File: src/rtl/fp_multiplier.sv
// rtl/fp_multiplier.sv - pipelined IEEE-754 single-precision multiplier, RNE rounding, flush-to-zero
// Sampled operands reach result/flags four edges after capture; no backpressure.
module fp_multiplier #(
  parameter int PRECISION = 32,
  parameter int EXPONENT  = 8,
  parameter int FRACTION  = 23,
  parameter int BIAS      = 127
) (
  input  logic                 clk,
  input  logic                 reset,
  input  logic                 in_valid,
  input  logic [PRECISION-1:0] a_operand,
  input  logic [PRECISION-1:0] b_operand,
  output logic                 out_valid,
  output logic [PRECISION-1:0] result,
  output logic [2:0]           flags
);
  localparam int MW = FRACTION + 1;
  localparam int PW = 2 * MW;
  localparam int EW = EXPONENT + 2;
  localparam logic [EW-1:0] EXP_MAX  = EW'((1 << EXPONENT) - 1);
  localparam logic [EW-1:0] EXP_BIAS = EW'(BIAS);
  localparam logic [PRECISION-1:0] QNAN =
    {1'b0, {EXPONENT{1'b1}}, 1'b1, {(FRACTION-1){1'b0}}};

  // Returns {nan, inf, zero}; any exponent-zero operand is treated as zero.
  function automatic logic [2:0] class_of(input logic [EXPONENT-1:0] e,
                                          input logic [FRACTION-1:0] f);
    logic all_ones;
    all_ones = &e;
    return {all_ones & (|f), all_ones & ~(|f), ~(|e)};
  endfunction

  // Stage registers; class bits are {nan_a, inf_a, zero_a, nan_b, inf_b, zero_b}.
  logic                v1_q, v2_q, v3_q, v4_q;
  logic                sign1_q, sign2_q, sign3_q, sign4_q;
  logic [5:0]          cls1_q, cls2_q, cls3_q, cls4_q;
  logic [EXPONENT-1:0] ea1_q, eb1_q;
  logic [MW-1:0]       ma1_q, mb1_q;
  logic [PW-1:0]       prod2_q, prod2_d;
  logic [EW-1:0]       exp2_q, exp2_d, exp3_q, exp3_d, exp4_q, exp4_d;
  logic [FRACTION-1:0] frac3_q, frac3_d, frac4_q, frac4_d;
  logic                grd3_q, grd3_d, rnd3_q, rnd3_d, stk3_q, stk3_d;
  logic [PRECISION-1:0] result_d;
  logic [2:0]          flags_d;
  logic                inc4, carry4, nan4, inf4, zero4;

  always_comb begin
    prod2_d = PW'(ma1_q) * PW'(mb1_q);
    exp2_d  = {2'b00, ea1_q} + {2'b00, eb1_q} - EXP_BIAS;
  end

  // Hidden bit is always 1 after normalisation, so only the fraction is kept.
  always_comb begin
    if (prod2_q[PW-1]) begin
      frac3_d = prod2_q[PW-2 -: FRACTION];
      grd3_d  = prod2_q[PW-MW-1];
      rnd3_d  = prod2_q[PW-MW-2];
      stk3_d  = |prod2_q[PW-MW-3:0];
      exp3_d  = exp2_q + EW'(1);
    end else begin
      frac3_d = prod2_q[PW-3 -: FRACTION];
      grd3_d  = prod2_q[PW-MW-2];
      rnd3_d  = prod2_q[PW-MW-3];
      stk3_d  = |prod2_q[PW-MW-4:0];
      exp3_d  = exp2_q;
    end
  end

  // An all-ones fraction that rounds up wraps to zero, i.e. mantissa 1.0 with e+1.
  always_comb begin
    inc4    = grd3_q & (rnd3_q | stk3_q | frac3_q[0]);
    carry4  = inc4 & (&frac3_q);
    frac4_d = frac3_q + FRACTION'(inc4);
    exp4_d  = exp3_q + EW'(carry4);
  end

  always_comb begin
    nan4     = cls4_q[5] | cls4_q[2];
    inf4     = cls4_q[4] | cls4_q[1];
    zero4    = cls4_q[3] | cls4_q[0];
    flags_d  = 3'b000;
    result_d = {sign4_q, exp4_q[EXPONENT-1:0], frac4_q};
    if (nan4 || (inf4 && zero4)) begin
      result_d = QNAN;
      flags_d  = 3'b100;
    end else if (inf4) begin
      result_d = {sign4_q, {EXPONENT{1'b1}}, {FRACTION{1'b0}}};
    end else if (zero4) begin
      result_d = {sign4_q, {(PRECISION-1){1'b0}}};
    end else if (!exp4_q[EW-1] && exp4_q >= EXP_MAX) begin
      result_d = {sign4_q, {EXPONENT{1'b1}}, {FRACTION{1'b0}}};
      flags_d  = 3'b010;
    end else if (exp4_q[EW-1] || exp4_q == '0) begin
      result_d = {sign4_q, {(PRECISION-1){1'b0}}};
      flags_d  = 3'b001;
    end
  end

  always_ff @(posedge clk) begin
    if (reset) begin
      v1_q <= 1'b0; v2_q <= 1'b0; v3_q <= 1'b0; v4_q <= 1'b0;
      sign1_q <= 1'b0; sign2_q <= 1'b0; sign3_q <= 1'b0; sign4_q <= 1'b0;
      cls1_q <= '0; cls2_q <= '0; cls3_q <= '0; cls4_q <= '0;
      ea1_q <= '0; eb1_q <= '0; ma1_q <= '0; mb1_q <= '0;
      prod2_q <= '0; exp2_q <= '0; exp3_q <= '0; exp4_q <= '0;
      frac3_q <= '0; frac4_q <= '0;
      grd3_q <= 1'b0; rnd3_q <= 1'b0; stk3_q <= 1'b0;
      out_valid <= 1'b0;
      result    <= '0;
      flags     <= '0;
    end else begin
      v1_q    <= in_valid;
      sign1_q <= a_operand[PRECISION-1] ^ b_operand[PRECISION-1];
      ea1_q   <= a_operand[PRECISION-2 -: EXPONENT];
      eb1_q   <= b_operand[PRECISION-2 -: EXPONENT];
      ma1_q   <= {1'b1, a_operand[FRACTION-1:0]};
      mb1_q   <= {1'b1, b_operand[FRACTION-1:0]};
      cls1_q  <= {class_of(a_operand[PRECISION-2 -: EXPONENT], a_operand[FRACTION-1:0]),
                  class_of(b_operand[PRECISION-2 -: EXPONENT], b_operand[FRACTION-1:0])};

      v2_q    <= v1_q;
      sign2_q <= sign1_q;
      cls2_q  <= cls1_q;
      prod2_q <= prod2_d;
      exp2_q  <= exp2_d;

      v3_q    <= v2_q;
      sign3_q <= sign2_q;
      cls3_q  <= cls2_q;
      exp3_q  <= exp3_d;
      frac3_q <= frac3_d;
      grd3_q  <= grd3_d;
      rnd3_q  <= rnd3_d;
      stk3_q  <= stk3_d;

      v4_q    <= v3_q;
      sign4_q <= sign3_q;
      cls4_q  <= cls3_q;
      exp4_q  <= exp4_d;
      frac4_q <= frac4_d;

      out_valid <= v4_q;
      if (v4_q) begin
        result <= result_d;
        flags  <= flags_d;
      end
    end
  end
endmodule

File: config.mk
export PLATFORM = sky130hd
export DESIGN_NAME = fp_multiplier
export DESIGN_NICKNAME = d
export VERILOG_FILES = /design/src/rtl/fp_multiplier.sv
export SDC_FILE = /design/constraint.sdc
export NUM_CORES = 2
export LEC_CHECK = 0
export BUFFER_PORTS_ARGS = -buffer_cell sky130_fd_sc_hd__buf_2
export CAP_MARGIN = 20
export CELL_PAD_IN_SITES_DETAIL_PLACEMENT = 0
export CELL_PAD_IN_SITES_GLOBAL_PLACEMENT = 1
export CORE_UTILIZATION = 40
export CTS_CLUSTER_DIAMETER = 40
export DETAILED_ROUTE_END_ITERATION = 10
export HOLD_SLACK_MARGIN = 0.02
export PLACE_DENSITY = 0.69
export SETUP_SLACK_MARGIN = 0.1
export SYNTH_ARGS = -nofsm -noshare
export SYNTH_HDL_FRONTEND = slang
export SYNTH_SLANG_ARGS = --single-unit
File: constraint.sdc
create_clock -name clk -period 10.12 [get_ports clk]
set_clock_uncertainty 0.15 [all_clocks]
set_input_delay 2.024 -clock clk [delete_from_list [all_inputs] [get_ports clk]]
set_output_delay 2.024 -clock clk [all_outputs]
set_load 0.01 [all_outputs]
Word-level counts from Yosys, hierarchy flattened
Cells that the tools add are included.
- output and inout port bits: 36
- logic and storage cells: 85
- register bits: 259
- input bits: 67
- add/sub/neg operators: 5
- bitwise gates (word level): 16
- reductions and logical operators: 15
- multipliers: 1
- order comparisons: 1
- multiplexer cells: 17
- operators with widths (kind ; count):
    $mux W31 ; 4
    $mul A24 B24 Y48 ; 1
    $mux W24 ; 2
    $reduce_or A23 Y1 ; 2
    $mux W32 ; 1
    $add A23 B1 Y23 ; 1
    $mux W23 ; 1
    $reduce_and A23 Y1 ; 1
    $reduce_or A22 Y1 ; 1
    $reduce_or A21 Y1 ; 1
    $reduce_and A8 Y1 ; 2
    $reduce_or A8 Y1 ; 2
    $add A10 B1 Y10 ; 1
    $add A10 B1 Y10 const B ; 1
    $ge A10 B8 Y1 const B ; 1
    $logic_not A10 Y1 ; 1
    $mux W10 ; 1
    $sub A9 B7 Y10 const B ; 1
    $add A8 B8 Y9 ; 1
    $and A1 B1 Y1 ; 6
    $mux W2 ; 3
    $or A1 B1 Y1 ; 5
    $mux W1 ; 4
    $not A1 Y1 ; 4
    5 further kinds ; 7

Depth between registers and ports, before layout
- word-level depth: 7
- depth in mapped cells: 25

Worst setup path after synthesis
No wires, ideal clock.
- path type: reg-to-reg
- start point: reg mb1_q[3]
- end point: reg prod2_q[41]
- setup slack: 3.478 ns
- required time: 9.849 ns
- buffers on the path: 1
- clock period less this slack: 6.642 ns
- arrival time: 6.371 ns
- setup time: 0.121 ns
- cell stages (with the launch flop): 25
- cell sequence: dfxtp_1 clkbuf_1 nand2_1 fa_1 inv_1 fa_1 inv_1 fa_1 inv_1 fa_1 inv_1 fa_1 inv_1 fa_1 inv_1 fa_1 inv_1 ha_1 a21oi_1 o21a_1 o21ai_0 o21ai_0 a31oi_1 a221oi_1 mux2_2
- word-level cells in the longest chain between the ends: 1
- ends and longest elaborated chain (item ; line ; source):
    start, declared ; 39 ; logic [MW-1:0] ma1_q, mb1_q;
    start signal, assigned ; 118 ; mb1_q <= {1'b1, b_operand[FRACTION-1:0]};
    $mul A24 B24 Y48 ; 49 ; prod2_d = PW'(ma1_q) * PW'(mb1_q);
    end signal, assigned ; 125 ; prod2_q <= prod2_d;
    end, declared ; 40 ; logic [PW-1:0] prod2_q, prod2_d;
Every way passes these cells.
A chain may end at the register's enable or synchronous reset.

Worst setup path after layout
- start point: reg mb1_q[1]
- end point: reg prod2_q[41]
The elaborated chain is that of the path after synthesis.

==> out/metrics.yaml <==
status: "completed"
first_global_vias: 21900
grt_use_total_pct: 22.1
tightest_slew_ns: 1.12
clk_path_buf_depth: 3
mostFrequentLayoutCell: "inv_1"
cts_sinks: 258
worst_ep_required_time_ns: 10.43
ctsRootBufferMaster: "clkbuf_16"
fin_crit_sh_pct: 74.5
synth_top_area_share_pct: 35.1
final_area_um2: 30700
final.setup.tns_ns: 0
syn_to_final_growth_pct: 11.3
place_ws_ns: 2.62
max_cap_violations: 0
setup_viol_count_final: 0
htree_levels: 2
post_cts_buffers: 0
io_pins: 103
yosysWarnings: 0
syn-cell-area_um2: 27600
async_flop_share_pct: 0
cp_max_fo: 24
antenna_found_initial: 1
startpoint_type: "flip-flop"
routed_wl_um: 74800
synth.net_count: 3778
synth-edff-count: 0
syn_inst: 3035
synthTopCellsByArea: "fa_1 35%, dfxtp_1 19%, ha_1 8.8%"
final_cell_mix: "559 x inv_1, 483 x fa_1, 350 x nand2_1, 291 x and2_1, 255 x dfxtp_1"
holdCritPathClass: "reg -> reg"
fin_ws_ns: 2.58
post_cts_resize_count: 0
drtPass1Iterations: 5
slew_headroom_pct: 25.3
clock_latency_ns: 0.59
core_um2: 67600
grt_pass1_wl_um: 120000
postCtsHoldBufs: 0
p_per_area_nw_per_um2: 177
grt_overflow_total: 0
fmax_mhz: 133
period_needed_ns: 7.54
row_count: 95
drv_slew: 0
io_buffers: 102
hpwl_um: 56400
die_y_um: 265
fp.dieW_um: 265
layout-drive-gt1-share_pct: 7.79
clk_pin_slew_worst_paths_ns: 0.06
hold_viol: 0
drc: 0
cts_tree: "yes"
worstSetupEndpointType: "flip-flop"
ys_ff_latch: 258
globalplace.congestion: 0.856
p_leak_uw: 0.0146
critical_path_arrival_ns: 7.85
seq_area_frac_synth_pct: 18.7
yosysUniqueCellTypes: 47
via_per_inst: 5.04
synth_flop_cell: "dfxtp_1"
syn_area_per_cell_um2: 9.08
drtIter0Drc: 1127
via_count: 20100
dpl_cell_area_um2: 29000
die_area_um2: 70000
wl_per_cell_um: 18.7
rsz0062_at_grt: "no"
grt_max_degree: 96
final_nets: 3822
vdd_drop_max_mv: 0.150
numCtsBuffers: 48
initial_core_util_pct: 40.8
post-synth-top-area-cell: "fa_1"
worstSetupPathType: "reg -> reg"
final_antenna_net_count: 0
==> logic make-up after synthesis <==
family / Yosys count / synth area share [%]
and+or+nand+nor: 1044 / 18.8
xor gates and xnor gates: 70 / 2.22
DFF: 258 / 18.7
buffers and inverters: 715 / 9.74
adders and majority gates: 676 / 43.8
AOI/OAI and AO/OA: 241 / 5.52
muxes: 31 / 1.14
==> cells in the mapped netlist (5+ instances only) <==
master	count
a21o_1	28
o211ai_1	5
and3_1	14
nand4_1	32
o21bai_1	11
buf_1	7
nor3_1	22
or3_1	11
nand2b_1	6
clkbuf_1	147
dfxtp_1	258
ha_1	193
nor4_1	22
nand3_1	26
a211oi_1	5
xor2_1	36
o21ai_0	52
and2_1	291
fa_1	483
xnor2_1	34
a31oi_1	10
mux2i_1	27
nor2b_1	100
a21oi_1	74
nand2_1	350
a22oi_1	23
inv_1	559
nor2_1	167
o21a_1	10
==> report_power, final <==
part | internal (uW) | leakage, uW | switching, uW
logic | 977 | 0.0117 | 1590
clock network | 1020 | 0.000796 | 620
registers | 1140 | 0.00212 | 75.4
==> final timing paths <==
check / start / end / slack, ns / depth (start not counted)
worst max-delay path: mb1_q[1] / prod2_q[41] / 2.58 / 22
worst min register to register: sign3_q / sign4_q / 0.28 / 1
worst max register to register: mb1_q[1] / prod2_q[41] / 2.58 / 22
worst min-delay path: sign3_q / sign4_q / 0.28 / 1
==> through the flow <==
stage	hold WS, ns	util [%]	total power [uW]	cells
2_1_floorplan	0.264	-	3060	3035
3_3_place_gp	0.266	42.8	3760	3900
3_5_place_dp	0.272	42.8	3780	3901
4_1_cts	0.283	45.3	5460	3991
5_1_grt	0.296	45.3	5860	3992
6_report	0.283	45.3	5420	3993
==> worst max-delay path: stages (launching register included) <==
cell      delay, ns
dfxtp_1        0.82
and2_1         0.25
fa_1           0.45
fa_1           0.55
inv_1          0.06
fa_1           0.52
inv_1          0.05
fa_1           0.49
inv_1          0.05
fa_1           0.53
inv_1          0.06
fa_1           0.47
inv_1          0.05
fa_1           0.48
inv_1          0.04
ha_1           0.34
a21oi_1        0.24
o21a_1         0.16
o21ai_0        0.11
o21ai_0        0.53
a31oi_1        0.29
a221oi_1       0.33
mux2_2         0.38
==> layer usage <==
| metal | up-vias | track usage [%] | wire length [um] |
|---|---|---|---|
| met1 | 10100 | 29.8 | 34100 |
| li1 | 9293 | - | - |
| met2 | 598 | 35.5 | 33500 |
| met5 | - | 0 | 18 |
| met4 | 4 | 6.46 | 2040 |
| met3 | 136 | 5.03 | 5120 |
==> sequential cells by signal, summed over array words and instances (netlist names), 10 cells and up <==
signal and cells:
frac3_q 23, exp2_q 10, mb1_q 23, ma1_q 24
result 32, prod2_q 48, exp4_q 10, exp3_q 10
frac4_q 23
==> layout make-up <==
cell class | count | area, um^2
Fill cell | 6589 | 37000
Multi-Input combinational cell | 2062 | 19700
Tap cell | 873 | 1090
Clock buffer | 55 | 1250
Timing Repair Buffer | 149 | 890
Sequential cell | 258 | 5170
Antenna cell | 1 | 2.50
Inverter | 560 | 2100
Clock inverter | 35 | 447
(Power assumes the default switching activity.)
